File: src/rtl/ctrl_pkg.sv
// Shared definitions for the multicycle control FSM: state encodings,
// opcodes and datapath select constants.
package ctrl_pkg;

   typedef enum logic [3:0] {
      S_RESET     = 4'd0,
      S_IF        = 4'd1,
      S_ID        = 4'd2,
      S_R_EXE     = 4'd3,
      S_ALU_WB    = 4'd4,
      S_LR_ADDR   = 4'd5,
      S_SR_ADDR   = 4'd6,
      S_MEM_READ  = 4'd7,
      S_MEM_WB    = 4'd8,
      S_MEM_STORE = 4'd9,
      S_BRANCH    = 4'd10,
      S_JUMP      = 4'd11,
      S_HALT      = 4'd12,
      S_ERROR     = 4'd13
   } state_t;

   localparam logic [3:0] OP_NOP  = 4'd0;
   localparam logic [3:0] OP_ADD  = 4'd1;
   localparam logic [3:0] OP_ADDI = 4'd2;
   localparam logic [3:0] OP_LR   = 4'd3;
   localparam logic [3:0] OP_SR   = 4'd4;
   localparam logic [3:0] OP_BNE  = 4'd5;
   localparam logic [3:0] OP_LI   = 4'd6;
   localparam logic [3:0] OP_SUB  = 4'd7;
   localparam logic [3:0] OP_BEQ  = 4'd8;
   localparam logic [3:0] OP_JMP  = 4'd9;
   localparam logic [3:0] OP_HALT = 4'd15;

   localparam logic [1:0] PC_SELECT_ALU     = 2'd0;
   localparam logic [1:0] PC_SELECT_ALU_BUF = 2'd1;
   localparam logic [1:0] PC_SELECT_JUMP    = 2'd2;
   localparam logic [1:0] PC_SELECT_RESET   = 2'd3;

   localparam logic       ALU_SRC_A_PC  = 1'b0;
   localparam logic       ALU_SRC_A_REG = 1'b1;
   localparam logic [1:0] ALU_SRC_B_REG = 2'd0;
   localparam logic [1:0] ALU_SRC_B_ONE = 2'd1;
   localparam logic [1:0] ALU_SRC_B_IMM = 2'd2;

   localparam logic DATA_SELECT_ALU = 1'b0;
   localparam logic DATA_SELECT_MEM = 1'b1;

   localparam int unsigned ALU_OP_ADD = 0;
   localparam int unsigned ALU_OP_SUB = 1;

   // States that wait on the memory handshake and are covered by the timeout
   function automatic logic is_wait_state(input state_t s);
      return (s == S_IF) || (s == S_MEM_READ) || (s == S_MEM_STORE);
   endfunction

endpackage

File: src/rtl/ctrl_mem_wait.sv
// Memory wait counter: counts stalled cycles in a memory-wait state and
// flags a timeout when MEM_TIMEOUT cycles pass without mem_ready.
module ctrl_mem_wait #(
   parameter int TIMEOUT_W   = 4,
   parameter int MEM_TIMEOUT = 12
) (
   input  logic clk,
   input  logic reset,
   input  logic clear,
   input  logic active,
   input  logic mem_ready,
   output logic timeout
);

   localparam logic [TIMEOUT_W-1:0] LIMIT =
      TIMEOUT_W'((MEM_TIMEOUT == 0) ? 0 : (MEM_TIMEOUT - 1));

   logic [TIMEOUT_W-1:0] count;

   // Clear on entry to a wait state, otherwise count stalled cycles up to saturation
   always_ff @(posedge clk) begin
      if (!reset) begin
         count <= '0;
      end else if (clear) begin
         count <= '0;
      end else if (active && !mem_ready && (count != '1)) begin
         count <= count + TIMEOUT_W'(1);
      end
   end

   // A ready in the final allowed cycle suppresses the timeout
   assign timeout = (MEM_TIMEOUT != 0) && active && !mem_ready && (count == LIMIT);

endmodule

File: src/rtl/multicycle_ctrl_v2.sv
// Multicycle CPU control FSM for the single-bus datapath.
// Optional performance counters are built when CTRL_PERF_CNT_EN is defined.
module multicycle_ctrl_v2
   import ctrl_pkg::*;
#(
   parameter int WIDTH_OPCODE = 4,
   parameter int ALU_OP_W     = 2,
   parameter int TIMEOUT_W    = 4,
   parameter int MEM_TIMEOUT  = 12
) (
   input  logic                    clk,
   input  logic                    reset,
   input  logic [WIDTH_OPCODE-1:0] opcode,
   input  logic                    zero,
   input  logic                    mem_ready,
   output logic                    IR_Write,
   output logic                    MemToReg,
   output logic                    Mem_Read_not_Write,
   output logic                    Mem_Select,
   output logic                    mem_req,
   output logic [1:0]              PC_Source,
   output logic                    pc_write_enable,
   output logic                    alu_src_a,
   output logic [1:0]              alu_src_b,
   output logic [ALU_OP_W-1:0]     ALUop,
   output logic                    RegWrite,
   output logic                    halted,
   output logic                    error
`ifdef CTRL_PERF_CNT_EN
   ,
   output logic [31:0]             cycle_cnt,
   output logic [31:0]             retire_cnt
`endif
);

   state_t state, next_state;
   logic   timeout;
   logic   wait_clear;

   function automatic logic op_is(input logic [WIDTH_OPCODE-1:0] op, input logic [3:0] code);
      return op == WIDTH_OPCODE'(code);
   endfunction

   // The counter restarts whenever the FSM moves into a memory-wait state
   assign wait_clear = (next_state != state) && is_wait_state(next_state);

   ctrl_mem_wait #(
      .TIMEOUT_W   (TIMEOUT_W),
      .MEM_TIMEOUT (MEM_TIMEOUT)
   ) u_mem_wait (
      .clk       (clk),
      .reset     (reset),
      .clear     (wait_clear),
      .active    (is_wait_state(state)),
      .mem_ready (mem_ready),
      .timeout   (timeout)
   );

   // State register with synchronous active-low reset
   always_ff @(posedge clk) begin
      if (!reset) state <= S_RESET;
      else        state <= next_state;
   end

   // Next-state and datapath control decode
   always_comb begin
      next_state         = state;
      IR_Write           = 1'b0;
      MemToReg           = DATA_SELECT_ALU;
      Mem_Read_not_Write = 1'b1;
      Mem_Select         = 1'b0;
      mem_req            = 1'b0;
      PC_Source          = PC_SELECT_ALU;
      pc_write_enable    = 1'b0;
      alu_src_a          = ALU_SRC_A_PC;
      alu_src_b          = ALU_SRC_B_REG;
      ALUop              = ALU_OP_W'(ALU_OP_ADD);
      RegWrite           = 1'b0;
      halted             = 1'b0;
      error              = 1'b0;
      case (state)
         S_RESET: begin
            PC_Source       = PC_SELECT_RESET;
            pc_write_enable = 1'b1;
            next_state      = S_IF;
         end
         S_IF: begin
            mem_req   = 1'b1;
            alu_src_a = ALU_SRC_A_PC;
            alu_src_b = ALU_SRC_B_ONE;
            if (mem_ready) begin
               IR_Write        = 1'b1;
               pc_write_enable = 1'b1;
               PC_Source       = PC_SELECT_ALU;
               next_state      = S_ID;
            end else if (timeout) begin
               next_state = S_ERROR;
            end
         end
         S_ID: begin
            alu_src_a = ALU_SRC_A_PC;
            alu_src_b = ALU_SRC_B_IMM;
            if (op_is(opcode, OP_NOP))
               next_state = S_IF;
            else if (op_is(opcode, OP_ADD) || op_is(opcode, OP_SUB) ||
                     op_is(opcode, OP_ADDI) || op_is(opcode, OP_LI))
               next_state = S_R_EXE;
            else if (op_is(opcode, OP_LR))
               next_state = S_LR_ADDR;
            else if (op_is(opcode, OP_SR))
               next_state = S_SR_ADDR;
            else if (op_is(opcode, OP_BNE) || op_is(opcode, OP_BEQ))
               next_state = S_BRANCH;
            else if (op_is(opcode, OP_JMP))
               next_state = S_JUMP;
            else if (op_is(opcode, OP_HALT))
               next_state = S_HALT;
            else
               next_state = S_ERROR;
         end
         S_R_EXE: begin
            alu_src_a = ALU_SRC_A_REG;
            if (op_is(opcode, OP_ADD) || op_is(opcode, OP_SUB))
               alu_src_b = ALU_SRC_B_REG;
            else
               alu_src_b = ALU_SRC_B_IMM;
            if (op_is(opcode, OP_SUB))
               ALUop = ALU_OP_W'(ALU_OP_SUB);
            next_state = S_ALU_WB;
         end
         S_ALU_WB: begin
            RegWrite   = 1'b1;
            MemToReg   = DATA_SELECT_ALU;
            next_state = S_IF;
         end
         S_LR_ADDR, S_SR_ADDR: begin
            alu_src_a  = ALU_SRC_A_REG;
            alu_src_b  = ALU_SRC_B_IMM;
            next_state = (state == S_LR_ADDR) ? S_MEM_READ : S_MEM_STORE;
         end
         S_MEM_READ: begin
            mem_req    = 1'b1;
            Mem_Select = 1'b1;
            if (mem_ready)    next_state = S_MEM_WB;
            else if (timeout) next_state = S_ERROR;
         end
         S_MEM_WB: begin
            RegWrite   = 1'b1;
            MemToReg   = DATA_SELECT_MEM;
            Mem_Select = 1'b1;
            next_state = S_IF;
         end
         S_MEM_STORE: begin
            mem_req            = 1'b1;
            Mem_Select         = 1'b1;
            Mem_Read_not_Write = 1'b0;
            if (mem_ready)    next_state = S_IF;
            else if (timeout) next_state = S_ERROR;
         end
         S_BRANCH: begin
            alu_src_a = ALU_SRC_A_REG;
            alu_src_b = ALU_SRC_B_REG;
            ALUop     = ALU_OP_W'(ALU_OP_SUB);
            if ((op_is(opcode, OP_BNE) && !zero) || (op_is(opcode, OP_BEQ) && zero)) begin
               pc_write_enable = 1'b1;
               PC_Source       = PC_SELECT_ALU_BUF;
            end
            next_state = S_IF;
         end
         S_JUMP: begin
            pc_write_enable = 1'b1;
            PC_Source       = PC_SELECT_JUMP;
            next_state      = S_IF;
         end
         S_HALT: begin
            halted = 1'b1;
         end
         S_ERROR: begin
            error = 1'b1;
         end
         default: begin
            next_state = S_RESET;
         end
      endcase
   end

`ifdef CTRL_PERF_CNT_EN
   logic retire;

   assign retire = (next_state == S_IF) &&
                   ((state == S_ID) || (state == S_ALU_WB) || (state == S_MEM_WB) ||
                    (state == S_MEM_STORE) || (state == S_BRANCH) || (state == S_JUMP));

   // Active-cycle and retired-instruction counters, wrapping at 2^32
   always_ff @(posedge clk) begin
      if (!reset) begin
         cycle_cnt  <= '0;
         retire_cnt <= '0;
      end else begin
         if ((state != S_RESET) && (state != S_HALT) && (state != S_ERROR))
            cycle_cnt <= cycle_cnt + 32'd1;
         if (retire)
            retire_cnt <= retire_cnt + 32'd1;
      end
   end
`endif

endmodule

File: config.mk
export PLATFORM = sky130hd
export DESIGN_NAME = multicycle_ctrl_v2
export DESIGN_NICKNAME = d
export VERILOG_FILES = /design/src/rtl/ctrl_pkg.sv /design/src/rtl/ctrl_mem_wait.sv /design/src/rtl/multicycle_ctrl_v2.sv
export SDC_FILE = /design/constraint.sdc
export NUM_CORES = 1
export LEC_CHECK = 0
export BUFFER_PORTS_ARGS = -buffer_cell sky130_fd_sc_hd__buf_2
export CAP_MARGIN = 15
export CELL_PAD_IN_SITES_DETAIL_PLACEMENT = 1
export CELL_PAD_IN_SITES_GLOBAL_PLACEMENT = 1
export CORE_AREA = 2 2 52 54
export CTS_BUF_LIST = sky130_fd_sc_hd__clkbuf_8
export DETAILED_ROUTE_END_ITERATION = 12
export DIE_AREA = 0 0 54 56
export PLACE_DENSITY = 0.86
export SLEW_MARGIN = 20
export SYNTH_ARGS = -nofsm -noshare
export SYNTH_HDL_FRONTEND = slang
export SYNTH_SLANG_ARGS = --single-unit
File: constraint.sdc
create_clock -name clk -period 3.8 [get_ports clk]
set_input_delay 0.57 -clock clk [delete_from_list [all_inputs] [get_ports clk]]
set_output_delay 0.57 -clock clk [all_outputs]
set_load 0.02 [all_outputs]
Word-level counts from Yosys, hierarchy flattened
Index checks and enable logic that the tools add are counted.
Cells by class
  reduce and logical (&&, ||, !) cells: 29
  eq/ne operators: 29
  bitwise operators: 1
  $add $sub $neg: 1
  muxes and demuxes: 31
Operators by type and width (number)
  $eq A4 B4 Y1 const B: 11
  $eq A4 B3 Y1 const B: 9
  $mux W4: 9
  $pmux W4 S8: 1
  $eq A4 B2 Y1 const B: 4
  $mux W1: 14
  $eq A4 B1 Y1 const B: 3
  $pmux W2 S3: 2
  $reduce_or A2 Y1: 5
  $logic_or A1 B1 Y1: 9
  $reduce_or A3 Y1: 3
  $logic_not A4 Y1: 2
  $logic_and A1 B1 Y1: 6
  $mux W3: 2
  $reduce_or A5 Y1: 1
  $add A4 B1 Y4 const B: 1
  $ne A4 B4 Y1: 1
  $ne A4 B4 Y1 const B: 1
  $reduce_or A4 Y1: 1
  $pmux W1 S3: 1
  $logic_not A1 Y1: 2
  $mux W2: 1
  $pmux W1 S2: 1
  $not A1 Y1: 1
Word-level totals
  bits of input ports: 8
  register bits: 8
  logic and storage cells: 93
  output and inout bits: 16

Depth between registers and ports, before layout
  depth in word-level cells: 14
  mapped depth: 7
  depth with buffers taken out: 7

Cells and area by module
Synthesis repeated with hierarchy kept, for this count alone.
Second synthesis, totals
  cell total of the unflattened synthesis: 134
  area total of the unflattened synthesis: 935.9 µm²
By module, submodules not included
  multicycle_ctrl_v2: seq. area each 80.1 µm², times used 1, cells each 111, area an instance 719.4 µm²
  ctrl_mem_wait: seq. area each 80.1 µm², times used 1, cells each 23, area an instance 216.5 µm²

Least setup slack after synthesis
OpenSTA, ideal clock, no wires.
  path type: input port to output port
  start: in opcode[2]
  end: out PC_Source[0]
  path buffers: 1
  required time: 3.230 ns
  stages on the path: 7
  path slack: 1.155 ns
  arrival: 2.075 ns
  cells stage by stage: clkbuf_1 -> nand2_1 -> or3_1 -> a21oi_1 -> nand3_1 -> a21boi_0 -> nor3_1
Between the ends
  longest elaborated chain between the ends: 5
  elaborated cells on any way between the ends: 7
  those cells by class: 2 x eq/ne; 2 x mux; 3 x reduce/logical
RTL lines
  start, declared: RTL line multicycle_ctrl_v2.sv:13  | input logic [WIDTH_OPCODE-1:0] opcode,
  $eq A4 B3 Y1 or $eq A4 B4 Y1 (tied branches): RTL line multicycle_ctrl_v2.sv:41  | return op == WIDTH_OPCODE'(code);
  $logic_and A1 B1 Y1: RTL line multicycle_ctrl_v2.sv:164  | if ((op_is(opcode, OP_BNE) && !zero) || (op_is(opcode, OP_BEQ) && zero)) begin
  $logic_or A1 B1 Y1 (*): RTL line multicycle_ctrl_v2.sv:164
  $mux W1 (*): RTL line multicycle_ctrl_v2.sv:164
  $pmux W2 S3 (*): RTL line multicycle_ctrl_v2.sv:81  | case (state)
  end, declared: RTL line multicycle_ctrl_v2.sv:21  | output logic [1:0] PC_Source,
Every way passes the cells marked *; elsewhere a longest branch is shown, timed or not.

Worst setup path in the final report
  start: reg state[2]
  end: reg u_mem_wait.count[3]
Between the ends
  longest elaborated chain between the ends: 13
  elaborated cells on any way between the ends: 36
  those cells by class: 17 x eq/ne; 6 x mux; 13 x reduce/logical
RTL lines
  start, declared: RTL line multicycle_ctrl_v2.sv:36  | state_t state, next_state;
  start signal, assigned: RTL line multicycle_ctrl_v2.sv:62  | else state <= next_state;
  $eq A4 B1 Y1 or $eq A4 B3 Y1 (tied branches): RTL line ctrl_pkg.sv:53, multicycle_ctrl_v2.sv:81
  $logic_or A1 B1 Y1 (2 in series): RTL line ctrl_pkg.sv:53  | return (s == S_IF) || (s == S_MEM_READ) || (s == S_MEM_STORE);
  $logic_and A1 B1 Y1: RTL line ctrl_mem_wait.sv:26, ctrl_mem_wait.sv:32
  $logic_and A1 B1 Y1: RTL line ctrl_mem_wait.sv:32  | assign timeout = (MEM_TIMEOUT != 0) && active && !mem_ready && (count == LIMIT);
  $mux W4: RTL line multicycle_ctrl_v2.sv:96, multicycle_ctrl_v2.sv:145, multicycle_ctrl_v2.sv:158
  $mux W4, on equally long branches: RTL line multicycle_ctrl_v2.sv:157, multicycle_ctrl_v2.sv:91, multicycle_ctrl_v2.sv:144
  $pmux W4 S8: RTL line multicycle_ctrl_v2.sv:81
  $eq A4 B1 Y1 or $eq A4 B3 Y1 (tied branches): RTL line ctrl_pkg.sv:53
  $logic_or A1 B1 Y1 (2 in series): RTL line ctrl_pkg.sv:53
  $logic_and A1 B1 Y1: RTL line multicycle_ctrl_v2.sv:45  | assign wait_clear = (next_state != state) && is_wait_state(next_state);
  $reduce_or A2 Y1 (no source line)
  end signal, assigned: RTL line ctrl_mem_wait.sv:27  | count <= count + TIMEOUT_W'(1);
  end, declared: RTL line ctrl_mem_wait.sv:18  | logic [TIMEOUT_W-1:0] count;
Several ways; a longest one is shown, not always the timed one.
A chain may end at the register's enable or synchronous reset.

==> metrics.csv <==
stage;metric;value;unit
run_status;status;completed;
logic_synthesis;synth_edf_count;0;
clock_network;postCtsSetupBuffers;0;
routing;drt_iter0_drc;15;
logic_synthesis;synth_area;958;um2
worst_setup_path;critical_path.cell_chain;inv_1, maj3_1, a211oi_1, o32ai_1, a211oi_2, nor2_1;
routing;via_per_inst;5.91;
global_route;groute.usage.overall;20.3;%
logic_synthesis;yosysWarnings;0;
power;irDropWorstVdd;0.208;mV
worst_setup_path;slowest_delay;0.78;ns
global_route;first_global_vias;1000;
worst_setup_path;cp.arrival;2.70;ns
worst_setup_path;critPathKind;reg -> reg;
clock_network;cts_tree;done;
global_route;gr-total-overflow;0;
clock_network;clk_pin_slew;0.04;ns
logic_synthesis;async_flop_share;0;%
sta;holdWs;0.545;ns
clock_network;htreeDepth;1;
placement;io_buffer_count;22;
worst_setup_path;slowest_stage;dfxtp_1;
cells_and_area;nets;158;
clock_network;clockBufferDepth;2;
cells_and_area;instances_no_fill;177;
sta;final_hold_viol_count;0;
logic_synthesis;synth_area_leader_cell;dfxtp_1;
worst_setup_path;critPathLaunchType;flip-flop;
worst_setup_path;crit_family;compound AO/OA/AOI/OAI gates;
sta;setup_tns;0;ns
cells_and_area;diodes;0;
floorplan;die-area;3020;um2
logic_synthesis;ys.flop_type;dfxtp_1;
worst_setup_path;worstSetupEndpointType;flip-flop;
routing;routed.top_layer;met4;
placement;post-dp-hpwl;2030;um
sta;setup_viol_count_final;0;
logic_synthesis;yosysMostFrequentCell;nor2_1;
logic_synthesis;synth-seq-cells;8;
flow_run;max_cap_violations;0;
logic_synthesis;yosysTopAreaCellShare;16.7;%
logic_synthesis;syn_avg_cell_area;7.00;um2
logic_synthesis;synth_seq_area_share;16.7;%
floorplan;pin_count;24;
logic_synthesis;ys_types;55;
routing;drt-pass1-iter-count;6;
routing;vias;1046;
global_route;grt_max_degree;27;
sta;timing.fmax;384;MHz
worst_setup_path;reg2reg_slack;1.20;ns
clock_network;worstSkewPairLatency;0.23;ns
placement;placedCellCount;174;
sta;drv_slew;0;
global_route;grt_antenna_before_repair;0;
sta;slew_headroom;43.5;%
logic_synthesis;synth_common_cells;nor2_1, clkbuf_1, dfxtp_1;
clock_network;cts_resized;0;
routing;wl_per_cell;15.8;um
clock_network;cts_sinks;8;
logic_synthesis;syn-num-nets;146;
worst_setup_path;critPathRequiredTime;3.90;ns
worst_setup_path;path_buf_inv;1;
placement;place.gp.congestion;0.806;
floorplan;rows;18;
worst_setup_path;path_max_fanout;21;
clock_network;root_buffer;clkbuf_8;
sta;min_period;2.60;ns
logic_synthesis;synthTopCellsByArea;dfxtp_1, nor2_1, clkbuf_1, a21oi_1, xor2_1;
cells_and_area;postLayoutCoreUtil;44.3;%
clock_network;hold_buffers;0;
hold_path;worstHoldPathType;reg -> reg;
floorplan;initial_core_util;39.4;%
global_route;grt_pass1_wl;4640;um
power;powerDensity;287;nW/um2
cells_and_area;area_growth;12.5;%
routing;drt_wl_total;2810;um
floorplan;die_w;54;um
floorplan;core_region_area;2430;um2
clock_network;cts_made_buffers;3;
sta;finalCritPeriodShare;68.5;%
routing;wl_met3;78;um
sta;worst_pin_slew;0.847;ns
cells_and_area;drive_gt1_share;20.4;%
routing;dr_wl_met2;1440;um
power;leakagePower;0.413;nW
routing;ant_nets;0;
floorplan;die_h;56;um
routing;wl_met1;1250;um
sta;clock_skew;0.00840;ns
routing;drcViolationCount;0;
logic_synthesis;syn_inst;137;
sta;rsz0062_at_grt;no;
==> cell families after synthesis <==
logic type	count (synthesis)	share of synthesized area, %
and+or+nand+nor	59	33.4
AOI/OAI and AO/OA	38	29.5
muxes	2	2.09
other	1	0.391
xor gates and xnor gates	7	6.40
buffers and inverters	20	9.14
adders and majority gates	2	2.35
DFF	8	16.7
==> path summary, 6_finish.rpt <==
kind,from,endpoint,cells past startpoint
setup / recovery,state[2],u_mem_wait.count[3],6
hold / removal,u_mem_wait.count[1],u_mem_wait.count[1],2
setup reg to reg,state[2],u_mem_wait.count[3],6
hold reg to reg,u_mem_wait.count[1],u_mem_wait.count[1],2
==> worst register-to-register path, stage by stage, from the launching register on <==
cell and delay (ns):
dfxtp_1 0.78, inv_1 0.25, maj3_1 0.38, a211oi_1 0.41
o32ai_1 0.18, a211oi_2 0.36, nor2_1 0.10
==> area by class of cell <==
type | instances | area, um2
inverter | 5 | 18.8
clock buffer | 3 | 41.3
fill | 331 | 1350
sequential | 8 | 160
multi-input combinational | 109 | 711
timing repair buffer | 22 | 110
tap | 30 | 37.5
==> where the power goes <==
part	internal, mW	switching [mW]	leakage [nW]	total [mW]
clock network	0.0686	0.0336	0.0216	0.102
registers	0.0882	0.0170	0.0651	0.105
logic	0.0400	0.0618	0.327	0.102
total	0.197	0.112	0.413	0.309
==> stage by stage <==
step                      area (um2)  setup slack (ns)  total power [mW]
after floorplan                  958              1.15             0.182
after global placement          1040              1.32             0.203
after detailed placement        1040              1.26             0.207
after CTS                       1080              1.24             0.311
after global routing            1080             0.929             0.328
final                           1080              1.20             0.309
==> placed cells by master, fill, tap and decap left out, drive strengths merged, types with 2 or more instances in the layout <==
cell type and count:
nor3 5, nor4 2, buf 22, clkbuf 3
or2 2, mux2i 2, o221ai 2, or3b 2
or3 3, a21oi 7, and2 3, nand3b 2
nand2b 3, dfxtp 8, nand3 5, nor2 16
inv 5, nand4 3, o22ai 2, o21ai 3
a21boi 2, nand2 7, a22oi 2, a211oi 2
xor2 4, a31oi 3, o31ai 2, o211ai 2
xnor2 3
==> metal layers <==
metal	GRT usage [%]	vias up
met5	0	-
li1	-	524
met2	33.3	23
met1	26.7	494
met3	2.42	5
met4	7.14	0
==> sequential cells by signal (all words and copies together), names as in the netlist <==
name              count
state                 4
u_mem_wait.count      4
(Power assumes the default switching activity.)
